### src/rtl/ps2_key_encoder_pkg.sv
// Shared types and constants for the PS/2 keyboard front end.
// Holds the frame FSM states, prefix codes and timeout helper.
package ps2_pkg;

  typedef enum logic [1:0] {
    ST_IDLE,
    ST_DATA,
    ST_PARITY,
    ST_STOP
  } frame_state_t;

  localparam logic [7:0] PS2_EXT   = 8'hE0;
  localparam logic [7:0] PS2_REL   = 8'hF0;
  localparam logic [7:0] PS2_PAUSE = 8'hE1;

  // Keyboard housekeeping replies, dropped when no prefix is pending
  localparam logic [5:0][7:0] PS2_IGNORE = {
    8'hAA, 8'hFA, 8'hEE, 8'hFE, 8'h00, 8'hFF
  };

  function automatic logic is_ignored(input logic [7:0] code);
    logic hit;
    hit = 1'b0;
    for (int i = 0; i < 6; i++)
      hit = hit | (code == PS2_IGNORE[i]);
    return hit;
  endfunction

  function automatic int timeout_cyc(input int clk_hz, input int us);
    return clk_hz / 1000000 * us;
  endfunction

endpackage

### src/rtl/ps2_key_encoder_if.sv
// PS/2 pin pair plus decoded event/byte outputs.
// master drives the pins, slave is the encoder.
interface ps2_key_encoder_if;
  logic        ps2_clk;
  logic        ps2_data;
  logic [10:0] ps2_key;
  logic [7:0]  rx_byte;
  logic        rx_valid;
  logic        frame_err;

  modport master (
    output ps2_clk, ps2_data,
    input  ps2_key, rx_byte, rx_valid, frame_err
  );

  modport slave (
    input  ps2_clk, ps2_data,
    output ps2_key, rx_byte, rx_valid, frame_err
  );
endinterface

### src/rtl/ps2_frame_rx.sv
// PS/2 frame receiver: pin sync, clock deglitch, 11-bit frame FSM
// and inter-edge watchdog.
module ps2_frame_rx
  import ps2_pkg::*;
#(
  parameter int CLK_HZ     = 48000000,
  parameter int FILTER     = 8,
  parameter int TIMEOUT_US = 2000
) (
  input  logic       clk_sys,
  input  logic       reset,
  input  logic       ps2_clk,
  input  logic       ps2_data,
  output logic [7:0] rx_byte,
  output logic       rx_valid,
  output logic       frame_err
);

  localparam int TO_CYC = timeout_cyc(CLK_HZ, TIMEOUT_US);
  localparam int WDW    = $clog2(TO_CYC + 1);
  localparam int FW     = $clog2(FILTER + 1);

  logic [1:0]    clk_sync;
  logic [1:0]    dat_sync;
  logic          filt;
  logic [FW-1:0] fcnt;
  logic          fall;
  logic          sbit;

  always_ff @(posedge clk_sys) begin
    if (reset) begin
      clk_sync <= 2'b11;
      dat_sync <= 2'b11;
      filt     <= 1'b1;
      fcnt     <= '0;
      fall     <= 1'b0;
      sbit     <= 1'b1;
    end else begin
      clk_sync <= {clk_sync[0], ps2_clk};
      dat_sync <= {dat_sync[0], ps2_data};
      fall     <= 1'b0;
      if (clk_sync[1] == filt) begin
        fcnt <= '0;
      end else if (fcnt == FW'(FILTER - 1)) begin
        // data is captured together with the filtered edge
        filt <= clk_sync[1];
        fcnt <= '0;
        fall <= filt;
        sbit <= dat_sync[1];
      end else begin
        fcnt <= fcnt + 1'b1;
      end
    end
  end

  frame_state_t   state, state_n;
  logic [2:0]     bcnt, bcnt_n;
  logic [7:0]     shreg, sh_n;
  logic           par, par_n;
  logic [WDW-1:0] wd, wd_n;
  logic [7:0]     byte_n;
  logic           vld_n, err_n;

  always_comb begin
    state_n = state;
    bcnt_n  = bcnt;
    sh_n    = shreg;
    par_n   = par;
    wd_n    = wd;
    byte_n  = rx_byte;
    vld_n   = 1'b0;
    err_n   = 1'b0;
    unique case (state)
      ST_IDLE: if (fall && !sbit) begin
        bcnt_n  = '0;
        state_n = ST_DATA;
      end
      ST_DATA: if (fall) begin
        sh_n   = {sbit, shreg[7:1]};
        bcnt_n = bcnt + 3'd1;
        if (bcnt == 3'd7) state_n = ST_PARITY;
      end
      ST_PARITY: if (fall) begin
        par_n   = sbit;
        state_n = ST_STOP;
      end
      ST_STOP: if (fall) begin
        state_n = ST_IDLE;
        if (sbit && (^{shreg, par})) begin
          vld_n  = 1'b1;
          byte_n = shreg;
        end else begin
          err_n = 1'b1;
        end
      end
      default: state_n = ST_IDLE;
    endcase
    // an edge in the same cycle as expiry wins
    if (state != ST_IDLE) begin
      if (fall) begin
        wd_n = WDW'(1);
      end else if (wd == WDW'(TO_CYC - 1)) begin
        wd_n    = '0;
        err_n   = 1'b1;
        sh_n    = '0;
        state_n = ST_IDLE;
      end else begin
        wd_n = wd + 1'b1;
      end
    end else begin
      wd_n = (fall && !sbit) ? WDW'(1) : '0;
    end
  end

  always_ff @(posedge clk_sys) begin
    if (reset) begin
      state     <= ST_IDLE;
      bcnt      <= '0;
      shreg     <= '0;
      par       <= 1'b0;
      wd        <= '0;
      rx_byte   <= '0;
      rx_valid  <= 1'b0;
      frame_err <= 1'b0;
    end else begin
      state     <= state_n;
      bcnt      <= bcnt_n;
      shreg     <= sh_n;
      par       <= par_n;
      wd        <= wd_n;
      rx_byte   <= byte_n;
      rx_valid  <= vld_n;
      frame_err <= err_n;
    end
  end

endmodule

### src/rtl/ps2_key_encoder.sv
// Native PS/2 keyboard to 11-bit toggle-strobe ps2_key event word.
// Handles E0/F0 prefixes and swallows the E1 Pause sequence.
module ps2_key_encoder
  import ps2_pkg::*;
#(
  parameter int CLK_HZ     = 48000000,
  parameter int FILTER     = 8,
  parameter int TIMEOUT_US = 2000
) (
  input logic clk_sys,
  input logic reset,
  ps2_key_encoder_if.slave bus
);

  logic [7:0]  rx_byte;
  logic        rx_valid;
  logic        frame_err;
  logic        ext, rel;
  logic [2:0]  skip;
  logic [10:0] key;

  ps2_frame_rx #(
    .CLK_HZ(CLK_HZ),
    .FILTER(FILTER),
    .TIMEOUT_US(TIMEOUT_US)
  ) u_rx (
    .clk_sys(clk_sys),
    .reset(reset),
    .ps2_clk(bus.ps2_clk),
    .ps2_data(bus.ps2_data),
    .rx_byte(rx_byte),
    .rx_valid(rx_valid),
    .frame_err(frame_err)
  );

  logic skipping, is_ext, is_rel, is_pause;
  logic is_drop, is_emit;

  always_comb begin
    skipping = skip != 3'd0;
    is_ext   = !skipping && rx_byte == PS2_EXT;
    is_rel   = !skipping && rx_byte == PS2_REL;
    is_pause = !skipping && rx_byte == PS2_PAUSE;
    is_drop  = !skipping && !ext && !rel && is_ignored(rx_byte);
    is_emit  = !(skipping || is_ext || is_rel || is_pause || is_drop);
  end

  always_ff @(posedge clk_sys) begin
    if (reset) begin
      key  <= '0;
      ext  <= 1'b0;
      rel  <= 1'b0;
      skip <= '0;
    end else if (frame_err) begin
      ext  <= 1'b0;
      rel  <= 1'b0;
      skip <= '0;
    end else if (rx_valid) begin
      unique case (1'b1)
        skipping: begin
          skip <= skip - 3'd1;
          ext  <= 1'b0;
          rel  <= 1'b0;
        end
        is_ext:   ext <= 1'b1;
        is_rel:   rel <= 1'b1;
        is_pause: begin
          skip <= 3'd7;
          ext  <= 1'b0;
          rel  <= 1'b0;
        end
        is_drop: ;
        is_emit: begin
          key <= {~key[10], ~rel, ext, rx_byte};
          ext <= 1'b0;
          rel <= 1'b0;
        end
        default: ;
      endcase
    end
  end

  assign bus.ps2_key   = key;
  assign bus.rx_byte   = rx_byte;
  assign bus.rx_valid  = rx_valid;
  assign bus.frame_err = frame_err;

endmodule

### src/flat_wrapper.sv
// flat-port wrapper written by rule: the top's interface ports become plain ports
module ps2_key_encoder_flat import ps2_pkg::*;
#(
  parameter int CLK_HZ     = 48000000,
  parameter int FILTER     = 8,
  parameter int TIMEOUT_US = 2000
)
  (clk_sys, reset, bus_ps2_clk, bus_ps2_data, bus_ps2_key, bus_rx_byte, bus_rx_valid, bus_frame_err);
  ps2_key_encoder_if bus_i ();
  input logic clk_sys;
  input logic reset;
  input wire logic [$bits(bus_i.ps2_clk)-1:0] bus_ps2_clk;
  input wire logic [$bits(bus_i.ps2_data)-1:0] bus_ps2_data;
  output wire logic [$bits(bus_i.ps2_key)-1:0] bus_ps2_key;
  output wire logic [$bits(bus_i.rx_byte)-1:0] bus_rx_byte;
  output wire logic [$bits(bus_i.rx_valid)-1:0] bus_rx_valid;
  output wire logic [$bits(bus_i.frame_err)-1:0] bus_frame_err;
  assign bus_i.ps2_clk = bus_ps2_clk;
  assign bus_i.ps2_data = bus_ps2_data;
  assign bus_ps2_key = bus_i.ps2_key;
  assign bus_rx_byte = bus_i.rx_byte;
  assign bus_rx_valid = bus_i.rx_valid;
  assign bus_frame_err = bus_i.frame_err;
  ps2_key_encoder #(.CLK_HZ(CLK_HZ), .FILTER(FILTER), .TIMEOUT_US(TIMEOUT_US)) u_core (.clk_sys(clk_sys), .reset(reset), .bus(bus_i));
endmodule
### config.mk
export PLATFORM = sky130hd
export DESIGN_NAME = ps2_key_encoder_flat
export DESIGN_NICKNAME = d
export VERILOG_FILES = /design/src/rtl/ps2_key_encoder_pkg.sv /design/src/rtl/ps2_key_encoder_if.sv /design/src/rtl/ps2_frame_rx.sv /design/src/rtl/ps2_key_encoder.sv /design/src/flat_wrapper.sv
export SDC_FILE = /design/constraint.sdc
export NUM_CORES = 1
export LEC_CHECK = 0
export BUFFER_PORTS_ARGS = -buffer_cell sky130_fd_sc_hd__buf_2
export CAP_MARGIN = 25
export CORE_ASPECT_RATIO = 0.7
export CORE_UTILIZATION = 59
export CTS_BUF_LIST = sky130_fd_sc_hd__clkbuf_16
export DETAILED_ROUTE_END_ITERATION = 6
export PLACE_DENSITY = 0.79
export SETUP_SLACK_MARGIN = 0.05
export SLEW_MARGIN = 25
export SYNTH_ARGS = -nofsm -noshare
export SYNTH_HDL_FRONTEND = slang
export SYNTH_HIERARCHICAL = 1
export SYNTH_SLANG_ARGS = --single-unit
### constraint.sdc
create_clock -name clk_sys -period 2.3 [get_ports clk_sys]
set_input_delay 0.345 -clock clk_sys [delete_from_list [all_inputs] [get_ports clk_sys]]
set_output_delay 0.345 -clock clk_sys [all_outputs]
set_load 0.05 [all_outputs]
==> results.ini <==
[grt]
grt_pass1_vias = 2283
grt_overflow_total = 0
antenna_found_initial = 0
grt_max_degree = 23
grt_pass1_wl_um = 10700
track_usage = 0.2382

[timing]
final.period_utilization = 0.8868
finalHoldViolations = 0
finalClockSkew_ns = 0.005683
slew_violations = 0
final-setup-viol-count = 0
relSlewSlack = 0.6139
max_freq_mhz = 490.3
grt_setup_unrepaired = false
tightest_slew_ns = 0.5774
tns_ns = 0
min_period_ns = 2.040

[setup_path]
crit_chain = ha_1, nand3_1, or4_4, o41ai_4, buf_4, nor2_1
crit_path_top_delay_cell = or4_4
cpPeakStageDelay_ns = 0.51
critPathRequiredTime_ns = 2.51
worstSetupEndpointType = flip-flop
worst-setup-path-type = flip-flop to flip-flop
cp_max_fo = 9
cp-start-kind = flip-flop
cp.arrival_ns = 2.25

[route]
drt-pass1-iter-count = 4
viasPerCell = 5.688
finalWirelength_um = 6337
antenna_left = 0
drc_errors = 0
wl_per_cell_um = 14.24
drtIter0Drc = 151
vias = 2531

[yosys]
synth_warnings = 6
synth-main-ff-cell = dfxtp_1
synth-xor-area-share = 0.06368
synth_area_mm2 = 0.003183
netlist_instances = 342
synth-compound-area-share = 0.07744
ys_seq_elements = 68
avgSynthCellArea_um2 = 9.307
yosysSeqAreaShare = 0.4277
synth-adder-area-share = 0.02358
synth_top_family_by_area = simple AND/OR/NAND/NOR gates
synthMuxAreaShare = 0.09670
synth.distinct_cells = 54
synth-simple-area-share = 0.2728
synth-edff-count = 0
async_flop_share = 0
synth_nets = 352

[layout]
final_area_mm2 = 0.003631
drive_gt1_frac = 0.1622
stdcell_count = 445
synthToLayoutAreaGrowth_pct = 14.07
diodes = 0
final_common_cell = dfxtp_1
nets = 382
layout_common_cells = dfxtp_1 (68), nor2_1 (44), nand2_1 (37)

[place]
dpl.hpwl_um = 4453
portBuffers = 24
placed_area_mm2 = 0.003359
placedCellCount = 429
gp_congestion = 0.8553

[clock_tree]
cts_sinks = 68
insertion_delay_ns = 0.32
cts_tree = built
cts_root_buf = clkbuf_16
postCtsHoldBufs = 0
cts_buffers = 9
h-tree-depth = 3
clk_pin_slew_ns = 0.05
cts_buffer_depth = 2

[flow_run]
cap_violations = 0

[floorplan]
core-area_mm2 = 0.004992
fp.dieW_um = 89.79
die-area_mm2 = 0.005698
rows = 21
start_util = 0.6376
boundaryPins = 25
die_h_um = 63.46

[power_and_ir_drop]
p_leak_nw = 1.416
power_density_mw_per_mm2 = 660.7
ir_drop_mv = 0.4695

[min_path]
min_path_type = input port to flip-flop

[outcome]
outcome = finished, final reports clean

[power by group]
group | total [W] | internal [W] | switching [W]
Sequential | 0.00118 | 0.00118 | 0.00000159
Clock | 0.00118 | 0.000709 | 0.000467
Combinational | 0.0000382 | 0.0000162 | 0.0000220
Total | 0.00240 | 0.00191 | 0.000490
[critical path, delay by kind of cell, from the launching register on]
kind	cells	cell delay (ns)
compound gates	1	0.29
fa+ha+maj	1	0.27
buf+inv	1	0.22
flops	1	0.36
simple gates	3	0.78
[synth_stat cells, types with 4 or more instances]
| cell | n | area [um2] |
|---|---|---|
| dfxtp_1 | 68 | 1361 |
| nand3_1 | 10 | 50.05 |
| inv_1 | 9 | 33.78 |
| nor2b_1 | 6 | 37.54 |
| ha_1 | 6 | 75.07 |
| nor3_1 | 5 | 25.02 |
| a21oi_1 | 11 | 55.05 |
| nand4_1 | 9 | 56.30 |
| nor2_1 | 44 | 165.2 |
| clkbuf_1 | 5 | 18.77 |
| nand2_1 | 37 | 138.9 |
| and3_1 | 4 | 25.02 |
| nor4_1 | 4 | 25.02 |
| nand2b_1 | 20 | 125.1 |
| mux2i_1 | 27 | 270.3 |
| or2_2 | 6 | 37.54 |
| xor2_1 | 8 | 70.07 |
| xnor2_1 | 10 | 87.58 |
| o21ai_0 | 4 | 20.02 |
[path summary, 6_finish.rpt]
check / startpoint / endpoint / slack, ns / cells after the start
max: u_core/u_rx/wd[0]$_SDFF_PP0_ / u_core/u_rx/shreg[0]$_SDFF_PP0_ / 0.26 / 6
min: bus_ps2_data / u_core/u_rx/dat_sync[0]$_SDFF_PP1_ / 0.21 / 2
min reg2reg: u_core/u_rx/clk_sync[0]$_SDFF_PP1_ / u_core/u_rx/clk_sync[1]$_SDFF_PP1_ / 0.41 / 1
max reg2reg: u_core/u_rx/wd[0]$_SDFF_PP0_ / u_core/u_rx/shreg[0]$_SDFF_PP0_ / 0.26 / 6
[metrics by stage]
| step | hold slack (ns) | setup slack, ns | utilization | total power [W] |
|---|---|---|---|---|
| final | 0.2091 | 0.2602 | 0.7273 | 0.002399 |
| after global routing | 0.1963 | 0.1474 | 0.7273 | 0.002482 |
| after CTS | 0.2042 | 0.1481 | 0.7246 | 0.002420 |
| after detailed placement | 0.3987 | 0.1904 | 0.6729 | 0.001246 |
| after global placement | 0.3937 | 0.2220 | 0.6729 | 0.001245 |
| after floorplan | 0.3895 | 0.2828 | - | 0.001233 |
[sequential cells by signal, indices dropped and copies added, names as in the netlist]
signal and count:
u_core/bus.ps2_key 11, u_core/u_rx/sbit 1, u_core/ext 1, u_core/u_rx/wd 17, u_core/u_rx/fcnt 4, u_core/rel 1, u_core/skip 3, u_core/u_rx/rx_valid 1
u_core/u_rx/shreg 8, u_core/u_rx/filt 1, u_core/u_rx/rx_byte 8, u_core/u_rx/par 1, u_core/u_rx/fall 1, u_core/u_rx/frame_err 1, u_core/u_rx/dat_sync 2, u_core/u_rx/state 2
u_core/u_rx/bcnt 3, u_core/u_rx/clk_sync 2
[cell type report]
type,instances,area (um2)
Inverter,9,33.78
Clock inverter,6,32.53
Fill cell,365,1361
Clock buffer,9,225.2
Sequential cell,68,1361
Tap cell,69,86.33
Timing Repair Buffer,31,185.2
Multi-Input combinational cell,253,1707
[routing by layer]
metal / GRT usage / wire (um)
met3: 0.06643 / 457
met5: 0 / 0
met1: 0.3359 / 3177
met2: 0.3500 / 2645
met4: 0.07992 / 56
[cells by family after synthesis]
group                    count (synthesis)
AND/OR/NAND/NOR                        164
flip-flops                              68
AO/OA/AOI/OAI                           33
multiplexers                            30
buffers and inverters                   21
XOR/XNOR                                20
adder cells (fa/ha/maj)                  6
[what timing repair did]
action / CTS / global route
setup buffers: 0 / 1
gates resized for setup: 0 / 1
setup endpoints to repair: 0 / 8
(Power assumes the default switching activity.)
